## config.mk

```make
export PLATFORM = sky130hd
export DESIGN_NAME = lcd_bus_arbiter
export DESIGN_NICKNAME = d
export VERILOG_FILES = /design/src/rtl/lcd_bus_arbiter.sv
export SDC_FILE = /design/constraint.sdc
export NUM_CORES = 1
export LEC_CHECK = 0
export CORE_MARGIN = 2
export CORE_UTILIZATION = 35
export CTS_CLUSTER_SIZE = 30
export DETAILED_ROUTE_END_ITERATION = 7
export PLACE_DENSITY = 0.64
export SLEW_MARGIN = 20
export SYNTH_ARGS = -nofsm -noshare
export SYNTH_HDL_FRONTEND = slang
export SYNTH_SLANG_ARGS = --single-unit
```

## constraint.sdc

```tcl
create_clock -name clk -period 3.4 [get_ports clk]
set_input_delay 0.68 -clock clk [delete_from_list [all_inputs] [get_ports clk]]
set_output_delay 0.68 -clock clk [all_outputs]
set_load 0.03 [all_outputs]
```

## src/rtl/lcd_bus_arbiter.sv

```systemverilog
// Round-robin arbiter sharing one HD44780 4-bit bus between two requesters.
// Serializes each accepted byte into timed high/low nibble enable pulses.
module lcd_bus_arbiter #(
    parameter int unsigned EN_CYCLES   = 1,
    parameter int unsigned GAP_CYCLES  = 1,
    parameter int unsigned SLOW_CYCLES = 2
) (
    input  logic       clk,
    input  logic       reset,
    input  logic       a_valid,
    output logic       a_ready,
    input  logic       a_rs,
    input  logic [7:0] a_data,
    input  logic       a_nib,
    input  logic       a_lock,
    input  logic       b_valid,
    output logic       b_ready,
    input  logic       b_rs,
    input  logic [7:0] b_data,
    input  logic       b_nib,
    input  logic       b_lock,
    output logic [1:0] owner,
    output logic       busy,
    output logic       en,
    output logic       rs,
    output logic [3:0] data
);
    localparam int unsigned MAX_EG  = (EN_CYCLES > GAP_CYCLES) ? EN_CYCLES : GAP_CYCLES;
    localparam int unsigned MAX_CYC = (MAX_EG > SLOW_CYCLES) ? MAX_EG : SLOW_CYCLES;
    localparam int unsigned CNT_W   = (MAX_CYC > 1) ? $clog2(MAX_CYC) : 1;
    localparam logic [CNT_W-1:0] EN_LAST   = CNT_W'(EN_CYCLES - 1);
    localparam logic [CNT_W-1:0] GAP_LAST  = CNT_W'(GAP_CYCLES - 1);
    localparam logic [CNT_W-1:0] SLOW_LAST = CNT_W'((SLOW_CYCLES == 0) ? 0 : SLOW_CYCLES - 1);

    typedef enum logic [2:0] {
        S_IDLE, S_HI_EN, S_HI_GAP, S_LO_EN, S_LO_GAP, S_SLOW
    } state_t;

    state_t           r_state, w_state_nxt;
    logic [CNT_W-1:0] r_cnt, w_cnt_nxt;
    logic             r_rs, r_nib, r_lock, r_last_b;
    logic [7:0]       r_byte, w_byte_nxt;
    logic             r_en, r_busy, w_en_nxt, w_busy_nxt;
    logic [3:0]       r_data, w_data_nxt;
    logic [1:0]       r_owner, w_owner_nxt;
    logic             w_sel_a, w_sel_b, w_idle, w_accept, w_slow_cmd;
    logic             w_rs_in, w_nib_in, w_lock_in, w_lock_nxt, w_owner_b;
    logic [7:0]       w_data_in;

    // While locked only the previous grantee may win; otherwise alternate on ties.
    always_comb begin
        w_sel_a = 1'b0;
        w_sel_b = 1'b0;
        if (r_lock) begin
            w_sel_a = a_valid && !r_last_b;
            w_sel_b = b_valid && r_last_b;
        end else if (a_valid && b_valid) begin
            w_sel_a = r_last_b;
            w_sel_b = !r_last_b;
        end else begin
            w_sel_a = a_valid;
            w_sel_b = b_valid;
        end
    end

    assign w_idle    = (r_state == S_IDLE) && !reset;
    assign a_ready   = w_idle && w_sel_a;
    assign b_ready   = w_idle && w_sel_b;
    assign w_accept  = a_ready || b_ready;
    assign w_rs_in   = w_sel_b ? b_rs   : a_rs;
    assign w_data_in = w_sel_b ? b_data : a_data;
    assign w_nib_in  = w_sel_b ? b_nib  : a_nib;
    assign w_lock_in = w_sel_b ? b_lock : a_lock;

    assign w_slow_cmd = !r_rs && !r_nib &&
                        ((r_byte == 8'h01) || (r_byte == 8'h02) || (r_byte == 8'h03));

    always_comb begin
        w_state_nxt = r_state;
        w_cnt_nxt   = r_cnt + CNT_W'(1);
        w_byte_nxt  = w_accept ? w_data_in : r_byte;
        w_lock_nxt  = w_accept ? w_lock_in : r_lock;
        w_owner_b   = w_accept ? w_sel_b   : r_last_b;
        w_data_nxt  = r_data;
        case (r_state)
            S_IDLE:   if (w_accept) w_state_nxt = w_nib_in ? S_LO_EN : S_HI_EN;
            S_HI_EN:  if (r_cnt == EN_LAST) w_state_nxt = S_HI_GAP;
            S_HI_GAP: if (r_cnt == GAP_LAST) w_state_nxt = S_LO_EN;
            S_LO_EN:  if (r_cnt == EN_LAST) w_state_nxt = S_LO_GAP;
            S_LO_GAP: if (r_cnt == GAP_LAST)
                          w_state_nxt = (w_slow_cmd && (SLOW_CYCLES != 0)) ? S_SLOW : S_IDLE;
            S_SLOW:   if (r_cnt == SLOW_LAST) w_state_nxt = S_IDLE;
            default:  w_state_nxt = S_IDLE;
        endcase
        if ((w_state_nxt != r_state) || (r_state == S_IDLE)) w_cnt_nxt = '0;

        // Pin outputs are registered from the next state so they align with it.
        w_en_nxt   = (w_state_nxt == S_HI_EN) || (w_state_nxt == S_LO_EN);
        w_busy_nxt = (w_state_nxt != S_IDLE);
        case (w_state_nxt)
            S_HI_EN, S_HI_GAP: w_data_nxt = w_byte_nxt[7:4];
            S_LO_EN, S_LO_GAP: w_data_nxt = w_byte_nxt[3:0];
            default:           w_data_nxt = r_data;
        endcase
        w_owner_nxt = 2'b00;
        if (w_busy_nxt || w_lock_nxt) w_owner_nxt = w_owner_b ? 2'b10 : 2'b01;
    end

    always_ff @(posedge clk) begin
        if (reset) begin
            r_state  <= S_IDLE;
            r_cnt    <= '0;
            r_rs     <= 1'b0;
            r_nib    <= 1'b0;
            r_lock   <= 1'b0;
            r_last_b <= 1'b1;
            r_byte   <= 8'h00;
            r_en     <= 1'b0;
            r_busy   <= 1'b0;
            r_data   <= 4'h0;
            r_owner  <= 2'b00;
        end else begin
            r_state <= w_state_nxt;
            r_cnt   <= w_cnt_nxt;
            r_byte  <= w_byte_nxt;
            r_lock  <= w_lock_nxt;
            r_en    <= w_en_nxt;
            r_busy  <= w_busy_nxt;
            r_data  <= w_data_nxt;
            r_owner <= w_owner_nxt;
            if (w_accept) begin
                r_rs     <= w_rs_in;
                r_nib    <= w_nib_in;
                r_last_b <= w_sel_b;
            end
        end
    end

    assign en    = r_en;
    assign rs    = r_rs;
    assign data  = r_data;
    assign owner = r_owner;
    assign busy  = r_busy;

endmodule
```

## After elaboration in Yosys (flattened, before gate mapping)

Cells that the tools add are included.

- Bits in registers: 24
- Input bits: 26
- Output and inout port bits: 11
- Logic and storage cells: 73

- Reduce and logical (&&, ||, !) cells: 25
- Equal/unequal tests: 13
- Muxes and demuxes: 22
- Add/sub/neg operators: 1
- Bitwise gates (word level): 1

Operators by type and width:

| cell | count |
|---|---|
| $mux 3 | 7 |
| $pmux 3 s6 | 1 |
| $eq 8x2->1 const B | 2 |
| $mux 8 | 2 |
| $eq 3x2->1 const B | 4 |
| $eq 3x3->1 const B | 3 |
| $mux 1 | 9 |
| $eq 8x1->1 const B | 1 |
| $logic_and 1x1->1 | 8 |
| $pmux 4 s2 | 1 |
| $reduce_or 2->1 | 4 |
| $eq 3x1->1 const B | 2 |
| $logic_or 1x1->1 | 6 |
| $logic_not 1->1 | 4 |
| $mux 2 | 2 |
| $logic_not 3->1 | 1 |
| $ne 3x3->1 | 1 |
| $reduce_bool 3->1 | 1 |
| $reduce_bool 2->1 | 1 |
| $add 1x1->1 const B | 1 |
| $not 1->1 | 1 |

## Logic depth before layout (Yosys ltp)

- Depth in word-level cells: 11
- Depth in mapped cells: 8
- Mapped depth without buffers: 6

## Worst setup path after synthesis

OpenSTA, ideal clock, no wires.

- Kind: input to register
- Start point: input port a_valid
- End point: register r_data[3], in the netlist data[3]
- Slack: 0.976 ns
- Data required time: 3.262 ns
- Stages on the path: 7
- Library setup time: 0.138 ns
- Path buffers: 1
- Arrival: 2.286 ns
- Cell sequence: buf_6 > a21boi_1 > o221a_4 > or4_4 > o31a_1 > nor2_1 > a2111oi_2

- Word-level cells in the longest chain between the ends: 10
- Elaborated cells between the ends (all ways): 23
- Classes of those cells: eq/ne (4); mux (11); reduce/logical (8)

Ends and longest elaborated chain:

| what | RTL line | text |
|---|---|---|
| start: declaration | 10 | `input logic a_valid,` |
| $logic_and 1x1->1 | 57 | `end else if (a_valid && b_valid) begin` |
| $mux 1 | 57 |  |
| $mux 1 | 54 | `if (r_lock) begin` |
| $mux 1 (tied with other cells) | 72 | `assign w_nib_in = w_sel_b ? b_nib : a_nib;` |
| $mux 2 or $logic_or 1x1->1 (tied branches) | 86, 69 |  |
| $mux 3 | 86 | `S_IDLE: if (w_accept) w_state_nxt = w_nib_in ? S_LO_EN : S_HI_EN;` |
| $pmux 3 s6 | 85 | `case (r_state)` |
| $eq 3x2->1 (tied with other cells) | 100 | `case (w_state_nxt)` |
| $reduce_or 2->1 | 100 |  |
| $pmux 4 s2 or $reduce_bool 2->1 (tied branches) | n/a |  |
| end signal: assignment | 129 | `r_data <= w_data_nxt;` |
| end: declaration | 44 | `logic [3:0] r_data, w_data_nxt;` |

Parallel ways exist; a longest one is shown, timed or not.
A chain may end at the register's enable or synchronous reset.

## Final worst setup path

- Start point: input port reset
- End point: output port a_ready

- Word-level cells in the longest chain between the ends: 3

Ends and longest elaborated chain:

| what | RTL line | text |
|---|---|---|
| start: declaration | 9 | `input logic reset,` |
| $logic_not 1->1 | 66 | `assign w_idle = (r_state == S_IDLE) && !reset;` |
| $logic_and 1x1->1 | 66 |  |
| $logic_and 1x1->1 | 67 | `assign a_ready = w_idle && w_sel_a;` |
| end: declaration | 11 | `output logic a_ready,` |

No other way between the ends.

==> out/metrics.yaml <==
floorplan:
  dieHeight_um: 64.8
  die_x_um: 64.8
  io_pins: 37
  die-area_um2: 4200
  rows: 22
  core_region_area_um2: 3610
  initial_core_util_pct: 35.9
finish:
  nets: 217
  num_antenna_cells: 0
  drive_gt1_share_pct: 9.52
  final_area_um2: 1730
  syn2layout_area_growth_pct: 33.7
job:
  drv_cap: 0
setup_path:
  reg2reg_setup_slack_ns: 1.10
  start_kind: "primary input"
  cp_max_fo: 6
  cp.required_ns: 2.72
  endpoint_kind: "primary output"
  setup.worst_path.class: "primary input to primary output"
  cp_data_arrival_time_ns: 2.28
logic_synthesis:
  syn_area_per_cell_um2: 8.35
  netlist_area_um2: 1290
  async_reset_ff_share_pct: 0
  synth_ff_type: "dfxtp_1"
  yosysWarningCount: 0
  synth_cell_type_count: 47
  synth_nets: 181
  postSynthCellCount: 155
  synth_seq_area_share_pct: 37.1
  ys_ff_latch: 24
  synth-edff-count: 0
sta:
  hold_viol_final: 0
  grt_setup_unrepaired: "false"
  max-slew-margin-rel_pct: 61.7
  setup_tns_ns: 0
  tightestPinTransition_ns: 0.569
  finalSetupViolations: 0
  slew_viol_final: 0
  finalCritPeriodShare_pct: 87.1
  max_freq_ghz: 0.338
  clock_skew_ns: 0.00269
  fin_crit_ns: 2.96
clocking:
  htreeDepth: 1
  cts-resized-gates: 0
  clk_pin_slew_worst_paths_ns: 0.08
  clk_path_buf_depth: 2
  cts_root_buf: "clkbuf_8"
  ctsHoldBuffers: 0
  cts_setup_buffers: 0
  clock-sinks: 24
  cts_tree: "built"
  numCtsBuffers: 3
  clk_latency_ns: 0.26
route:
  dr.pass1.iters: 4
  ant_nets: 0
  avgViaCountPerCell: 5.51
  via_count: 1307
  wl_per_cell_um: 14.8
  drc: 0
  wl_um: 3510
  drt_iter0_markers: 127
place:
  gp_congestion: 0.879
  dp_hpwl_um: 2760
  placed_area_um2: 1690
  numPortBuffers: 36
global_routing:
  grt_pass1_vias: 1311
  antenna_found_initial: 0
  grt_first_pass_wirelength_um: 5870
  grt_usage_pct: 17.3
  overflow: 0
  grt_max_degree: 24
status:
  status: "finished, final reports clean"
min_path:
  hold_path.class: "flop to flop"
pwr:
  leakagePower_nw: 0.653
  peakVddDrop_mv: 0.226
  cellPowerDensity_nw_per_um2: 697
==> state kept, by name, indices dropped and copies added (netlist names) <==
name and cells:
r_byte 8, data 4, r_state 3, owner 2
busy 1, en 1, r_cnt 1, r_last_b 1
r_lock 1, r_nib 1, rs 1
==> metrics by stage <==
stage,setup WS (ns),hold slack (ns),std cells,power (mW),utilization (%)
after floorplan,0.976,0.490,155,0.843,-
after global placement,0.427,0.478,234,1.03,46.8
after detailed placement,0.394,0.479,234,1.05,46.8
after CTS,0.427,0.505,237,1.21,48.0
after global routing,0.267,0.534,237,1.29,48.0
final,0.439,0.507,237,1.20,48.0
==> path summary, 6_finish.rpt <==
path / start / endpoint / cells past startpoint
worst max-delay path: reset / a_ready / 5
worst min-delay path: data[0]$_SDFFE_PP0P_ / data[0]$_SDFFE_PP0P_ / 1
worst max register to register: r_lock$_SDFF_PP0_ / data[1]$_SDFFE_PP0P_ / 6
worst min register to register: data[0]$_SDFFE_PP0P_ / data[0]$_SDFFE_PP0P_ / 1
==> synthesized netlist by cell type, types with 3 or more instances <==
cell type / count / share of area [%]
dfxtp_1: 24 / 37
nand3_1: 5 / 1.9
nor2b_1: 4 / 1.9
o22ai_1: 11 / 5.3
nand2_1: 5 / 1.5
nor2_1: 28 / 8.1
clkbuf_1: 4 / 1.2
nor4_1: 3 / 1.5
nand2b_1: 7 / 3.4
nor3_1: 6 / 2.3
a21oi_1: 10 / 3.9
==> cells by family (layout without fill, tap and decap cells) <==
family	Yosys count	after routing	synth area share [%]
and+or+nand+nor	73	73	29.7
AOI/OAI and AO/OA	42	42	24.4
DFF	24	24	37.1
buffers and inverters	10	44	3.97
muxes	4	4	3.48
xor gates and xnor gates	2	2	1.35
==> report_power, final <==
part / switching [mW] / internal [mW]
Combinational: 0.350 / 0.271
Clock: 0.0864 / 0.0791
Sequential: 0.0603 / 0.358
==> layer usage <==
metal	share of wire [%]	vias to the layer above	track usage, %
met5	0	-	0
met4	1.4	0	7.45
met3	6.5	4	2.26
met2	49	55	29.4
met1	43	608	22.0
li1	-	640	-
==> area by class of cell <==
cell class	count	area, um2
inverters	2	7.51
fillers	348	1880
well taps	48	60.1
repair buffers	39	378
flip-flops and latches	24	480
clock buffers	3	41.3
multi-input cells	121	762
==> layout by cell type, fill, tap and decap left out, types with 2 or more instances in the layout <==
master           count
nand2b_1             7
nand2_1              5
nand3_1              5
a221o_1              2
inv_1                2
o221ai_1             2
nor2_1              28
clkdlybuf4s50_1     34
nor3b_1              2
nor3_1               6
a21boi_0             2
nor2b_1              4
mux2i_1              2
a2111oi_2            2
o22ai_1             11
a31oi_1              2
and2_1               2
nor4_1               3
a21oi_1             10
and3b_1              2
dfxtp_1             24
o21ai_0              2
clkbuf_8             3
buf_4                5
==> worst max-delay path, cell delays in order <==
cell and delay, ns:
clkdlybuf4s50_1 0.46, nor4_2 0.45, nand3_1 0.36, inv_1 0.15, buf_4 0.17
Note: power is estimated with default switching activity, not from simulation.
